<file path="src/rtl/mrmw_mem_fwd.sv">
// Multi-read/multi-write memory with per-lane write masks, highest-index-writer
// priority, conflict flagging, selectable read latency/RDW behaviour and post-reset clear.
module mrmw_mem_fwd #(
  parameter int DEPTH          = 16,
  parameter int ADDR_BITS      = 4,
  parameter int WIDTH          = 8,
  parameter int READERS        = 3,
  parameter int WRITERS        = 3,
  parameter int MASK_GRAN      = 8,
  parameter int READ_LATENCY   = 1,
  parameter int RDW_MODE       = 0,
  parameter int CLEAR_ON_RESET = 1,
  localparam int LANES         = WIDTH / MASK_GRAN
) (
  input  logic                           clock,
  input  logic                           reset,
  input  logic [READERS-1:0]             read_ens,
  input  logic [ADDR_BITS*READERS-1:0]   read_addrs,
  output logic [WIDTH*READERS-1:0]       read_datas,
  output logic [READERS-1:0]             read_valids,
  input  logic [WRITERS-1:0]             write_ens,
  input  logic [LANES*WRITERS-1:0]       write_masks,
  input  logic [ADDR_BITS*WRITERS-1:0]   write_addrs,
  input  logic [WIDTH*WRITERS-1:0]       write_datas,
  output logic                           ready,
  output logic                           write_conflict
);

  localparam int IW = (DEPTH > 1) ? $clog2(DEPTH) : 1;

  typedef enum logic {CLEAR, RUN} state_t;

  state_t          state, state_next;
  logic [IW-1:0]   clear_addr, clear_addr_next;
  logic            conflict_next;

  logic [WIDTH-1:0] mem [DEPTH];

  logic [WRITERS-1:0][ADDR_BITS-1:0] waddr;
  logic [WRITERS-1:0][LANES-1:0]     wlane;
  logic [WRITERS-1:0][WIDTH-1:0]     wdata;
  logic [READERS-1:0][ADDR_BITS-1:0] raddr;
  logic [READERS-1:0][WIDTH-1:0]     rd_old, rd_new, rd_sel;
  logic [READERS-1:0]                rd_fire;

  assign ready = (state == RUN);

  always_ff @(posedge clock) begin
    if (!reset) begin
      state          <= CLEAR;
      clear_addr     <= '0;
      write_conflict <= 1'b0;
    end else begin
      state          <= state_next;
      clear_addr     <= clear_addr_next;
      write_conflict <= conflict_next;
    end
  end

  always_comb begin
    state_next      = state;
    clear_addr_next = clear_addr;
    case (state)
      CLEAR: begin
        if (CLEAR_ON_RESET == 0) begin
          state_next = RUN;
        end else if (clear_addr == IW'(DEPTH - 1)) begin
          state_next      = RUN;
          clear_addr_next = '0;
        end else begin
          clear_addr_next = clear_addr + 1'b1;
        end
      end
      RUN:     state_next = RUN;
      default: state_next = CLEAR;
    endcase
  end

  // wlane folds enable, mask, address range and ready into one per-lane strobe.
  always_comb begin
    for (int unsigned w = 0; w < WRITERS; w++) begin
      waddr[w] = write_addrs[w*ADDR_BITS +: ADDR_BITS];
      wdata[w] = write_datas[w*WIDTH +: WIDTH];
      wlane[w] = '0;
      if (write_ens[w] && ready && reset && (32'(waddr[w]) < DEPTH))
        wlane[w] = write_masks[w*LANES +: LANES];
    end
    for (int unsigned k = 0; k < READERS; k++)
      raddr[k] = read_addrs[k*ADDR_BITS +: ADDR_BITS];
  end

  always_comb begin
    conflict_next = 1'b0;
    for (int unsigned i = 0; i < WRITERS; i++)
      for (int unsigned j = i + 1; j < WRITERS; j++)
        if (waddr[i] == waddr[j] && |(wlane[i] & wlane[j]))
          conflict_next = 1'b1;
  end

  // Ascending writer order: the later non-blocking assignment wins per lane.
  always_ff @(posedge clock) begin
    if (CLEAR_ON_RESET != 0 && state == CLEAR && reset)
      mem[clear_addr] <= '0;
    for (int unsigned w = 0; w < WRITERS; w++)
      for (int unsigned l = 0; l < LANES; l++)
        if (wlane[w][l])
          mem[IW'(waddr[w])][l*MASK_GRAN +: MASK_GRAN] <= wdata[w][l*MASK_GRAN +: MASK_GRAN];
  end

  // rd_new mirrors the write priority so RDW_MODE=1 sees the post-edge word.
  always_comb begin
    for (int unsigned k = 0; k < READERS; k++) begin
      rd_old[k] = '0;
      if (32'(raddr[k]) < DEPTH)
        rd_old[k] = mem[IW'(raddr[k])];
      rd_new[k] = rd_old[k];
      for (int unsigned w = 0; w < WRITERS; w++)
        for (int unsigned l = 0; l < LANES; l++)
          if (wlane[w][l] && waddr[w] == raddr[k])
            rd_new[k][l*MASK_GRAN +: MASK_GRAN] = wdata[w][l*MASK_GRAN +: MASK_GRAN];
      rd_sel[k] = (RDW_MODE != 0) ? rd_new[k] : rd_old[k];
    end
    rd_fire = read_ens & {READERS{ready}};
  end

  if (READ_LATENCY == 0) begin : g_lat0
    assign read_valids = rd_fire;
    assign read_datas  = ready ? rd_old : '0;
  end else begin : g_reg
    logic [READERS-1:0][WIDTH-1:0] s1_data;
    logic [READERS-1:0]            s1_valid;

    always_ff @(posedge clock) begin
      if (!reset) begin
        s1_data  <= '0;
        s1_valid <= '0;
      end else begin
        s1_valid <= rd_fire;
        for (int unsigned k = 0; k < READERS; k++)
          if (rd_fire[k]) s1_data[k] <= rd_sel[k];
      end
    end

    if (READ_LATENCY == 2) begin : g_lat2
      logic [READERS-1:0][WIDTH-1:0] s2_data;
      logic [READERS-1:0]            s2_valid;

      always_ff @(posedge clock) begin
        if (!reset) begin
          s2_data  <= '0;
          s2_valid <= '0;
        end else begin
          s2_valid <= s1_valid;
          for (int unsigned k = 0; k < READERS; k++)
            if (s1_valid[k]) s2_data[k] <= s1_data[k];
        end
      end

      assign read_valids = s2_valid;
      assign read_datas  = s2_data;
    end else begin : g_lat1
      assign read_valids = s1_valid;
      assign read_datas  = s1_data;
    end
  end

endmodule

</file>
<file path="config.mk">
export PLATFORM = sky130hd
export DESIGN_NAME = mrmw_mem_fwd
export DESIGN_NICKNAME = d
export VERILOG_FILES = /design/src/rtl/mrmw_mem_fwd.sv
export SDC_FILE = /design/constraint.sdc
export NUM_CORES = 1
export LEC_CHECK = 0
export ABC_AREA = 1
export CAP_MARGIN = 20
export CORE_MARGIN = 2
export CORE_UTILIZATION = 35
export DETAILED_ROUTE_END_ITERATION = 10
export SKIP_LAST_GASP = 1
export SYNTH_ARGS = -nofsm -noshare
export SYNTH_HDL_FRONTEND = slang
export SYNTH_SLANG_ARGS = --single-unit
</file>
<file path="constraint.sdc">
create_clock -name clock -period 2.56 [get_ports clock]
set_clock_uncertainty 0.15 [all_clocks]
set_input_delay 0.512 -clock clock [delete_from_list [all_inputs] [get_ports clock]]
set_output_delay 0.512 -clock clock [all_outputs]
set_load 0.01 [all_outputs]
</file>
==> results.sh <==
export IMPL_status="finished, final reports clean"
export IMPL_period_minus_slack_ns=2.33
export IMPL_rsz0062_at_grt="no"
export IMPL_netlist_cell_type_count=42
export IMPL_cpLargestDelayFamily="buffers and inverters"
export IMPL_initial_core_util_pct=35.3
export IMPL_hold_path_class="reg -> reg"
export IMPL_reg2reg_from="ready"
export IMPL_pin_count=88
export IMPL_antenna_found_initial=0
export IMPL_final_cell_mix="nand2_1, nand3_1, nor2_1"
export IMPL_drive_gt1_share_pct=13.9
export IMPL_cts_buffers=17
export IMPL_p_leak_uw=0.00677
export IMPL_clock_sinks=161
export IMPL_netlist_instances=1854
export IMPL_postRouteAntennaNets=0
export IMPL_clkLatencyLatePin_ns=0.45
export IMPL_final_core_utilization_pct=44.1
export IMPL_final_common_cell="nand2_1"
export IMPL_internal_power_uw=4640
export IMPL_grt_pass1_vias=12576
export IMPL_first_iter_violations=2195
export IMPL_power_frac_seq_pct=43.3
export IMPL_finalSetupViolCount=0
export IMPL_postCtsHoldBufs=0
export IMPL_overflow=0
export IMPL_slew_viol_final=0
export IMPL_ctsLongestPathBuffers=2
export IMPL_gr_usage_all_layers_pct=28.2
export IMPL_crit_buf_inv=4
export IMPL_netSwitchingFraction_pct=29.2
export IMPL_die_h_um=193
export IMPL_hp_start="clear_addr[3]"
export IMPL_root_buffer="clkbuf_16"
export IMPL_cp_start_kind="input pin"
export IMPL_required_ns=2.56
export IMPL_areaGrowthSynthToFinish_pct=24.9
export IMPL_portBuffers=87
export IMPL_arrival_ns=2.33
export IMPL_seq_area_frac_synth_pct=36.2
export IMPL_p_switching_uw=1910
export IMPL_crit_start="reset"
export IMPL_end_kind="flip-flop"
export IMPL_max_stage_delay_ns=0.52
export IMPL_drv_cap=0
export IMPL_slew_headroom_pct=48.0
export IMPL_grt_max_degree=65
export IMPL_pwr_share_comb_pct=15.1
export IMPL_cts_tree="yes"
export IMPL_num_rows=69
export IMPL_htree_levels=4
export IMPL_clkTransAtPathRegs_ns=0.07
export IMPL_holdWs_ns=0.349
export IMPL_grt_pass1_wl_mm=77.6
export IMPL_final_nets=2047
export IMPL_tightest_slew_ns=0.779
export IMPL_yosys_warnings=0
export IMPL_powerDensity_nw_per_um2=421
export IMPL_post_route_period_util_pct=91.0
export IMPL_syn_num_nets=1914
export IMPL_peakVddDrop_mv=0.467
export IMPL_ys_ff_latch=161
export IMPL_place_congestion=0.936
export IMPL_avgSynthCellArea_um2=6.72
export IMPL_postCtsSetupBuffers=0
export IMPL_p_clk_share_pct=41.6
export IMPL_route_detailed_drc=0
export IMPL_cts_resized=0
export IMPL_syn_area_um2=12500
export IMPL_worstPathCellList="clkdlybuf4s50_1, nand2_4, nor2_4, buf_12, nand2_1, o21ai_0, nand2_1, buf_4, o21bai_1, buf_4"
export IMPL_drt_first_pass_iters=6
export IMPL_core_um2=35300
export IMPL_routed_via_density=5.72
export IMPL_wl_mm=52.1
export IMPL_max_freq_mhz=429
export IMPL_dp_hpwl_mm=37.3
export IMPL_fillCellCount=3492
export IMPL_wire_per_inst_um=21.2
export IMPL_path_max_fanout=13
export IMPL_path_class="in -> reg"
export IMPL_hold_violations=0
export IMPL_num_antenna_cells=0
export IMPL_die_width_um=193
export IMPL_die_area_um2=37100
export IMPL_vias=14068
export IMPL_crit_slowest_cell="clkdlybuf4s50_1"
[cell usage after synthesis (all sizes together)]
master | count | area, um2
nand2 | 686 | 2670
nand3 | 333 | 1700
nor2 | 157 | 706
edfxtp | 128 | 3840
o21ai | 125 | 652
inv | 99 | 374
clkbuf | 71 | 267
buf | 61 | 367
o22ai | 51 | 319
o211ai | 36 | 345
dfxtp | 33 | 661
a31oi | 24 | 150
a21oi | 12 | 60.1
nand4 | 12 | 148
nor3 | 8 | 55.1
o21bai | 7 | 56.3
xor2 | 5 | 43.8
clkinv | 2 | 7.51
xnor2 | 2 | 17.5
a211oi | 1 | 7.51
ha | 1 | 12.5
[worst min-delay path: stages, from the launching register on]
cell and delay, ns:
dfxtp_1 0.32, o21ai_0 0.07, a21oi_1 0.07
[flip-flops by register name (all words and copies together), names as in the netlist]
register	cells
clear_addr	4
mem	128
read_datas	24
read_valids	3
ready	1
write_conflict	1
[metal layers]
metal / GRT usage [%] / vias to the layer above / share of wire (%)
met5: 0 / - / 0
met2: 40.7 / 977 / 41
li1: - / 6494 / -
met1: 40.4 / 6430 / 43
met4: 13.0 / 0 / 4.7
met3: 5.46 / 167 / 11
[power by group through the flow]
| stage | Clock, uW | Combinational (uW) | Sequential, uW |
|---|---|---|---|
| global placement | 0 | 957 | 2890 |
| finish | 2720 | 990 | 2840 |
| detailed placement | 0 | 958 | 2900 |
| global route | 2840 | 1040 | 2840 |
| CTS | 2740 | 961 | 2840 |
| floorplan | 0 | 479 | 2880 |
[cell families (layout without fill, tap and decap cells)]
| kind of cell | count (synthesis) | count (layout) | share of synthesized area (%) |
|---|---|---|---|
| AND/OR/NAND/NOR | 1196 | 1196 | 42.3 |
| XOR/XNOR | 7 | 7 | 0.492 |
| buffers and inverters | 233 | 379 | 8.15 |
| adder cells (fa/ha/maj) | 1 | 1 | 0.100 |
| AO/OA/AOI/OAI | 256 | 256 | 12.8 |
| flip-flops | 161 | 161 | 36.2 |
[path summary, 6_finish.rpt]
kind | endpoint | slack (ns) | depth (start not counted)
worst max-delay path | mem[12][0] | 0.23 | 10
worst min-delay path | clear_addr[3] | 0.35 | 2
worst max register to register | mem[12][0] | 0.44 | 9
worst min register to register | clear_addr[3] | 0.35 | 2
[metrics by stage]
stage	setup TNS [ns]	worst slack (ns)	area, um2	total power [uW]	cells
after floorplan	0	0.274	12500	3360	1854
after global placement	-14.32	-0.243	14900	3850	2429
after detailed placement	-17.25	-0.232	14900	3850	2429
after CTS	0	0.224	15600	6540	2461
after global routing	0	0.142	15600	6720	2461
final	0	0.229	15600	6550	2461
[area by class of cell]
cell class,count,area [um2],area share (%)
multi-input combinational,1460,6940,44.6
sequential,161,4500,29.0
timing repair buffer,246,2540,16.3
tap,461,577,3.71
clock buffer,17,425,2.73
inverter,101,382,2.45
clock inverter,15,194,1.25
Note: power is estimated with default switching activity, not from simulation.
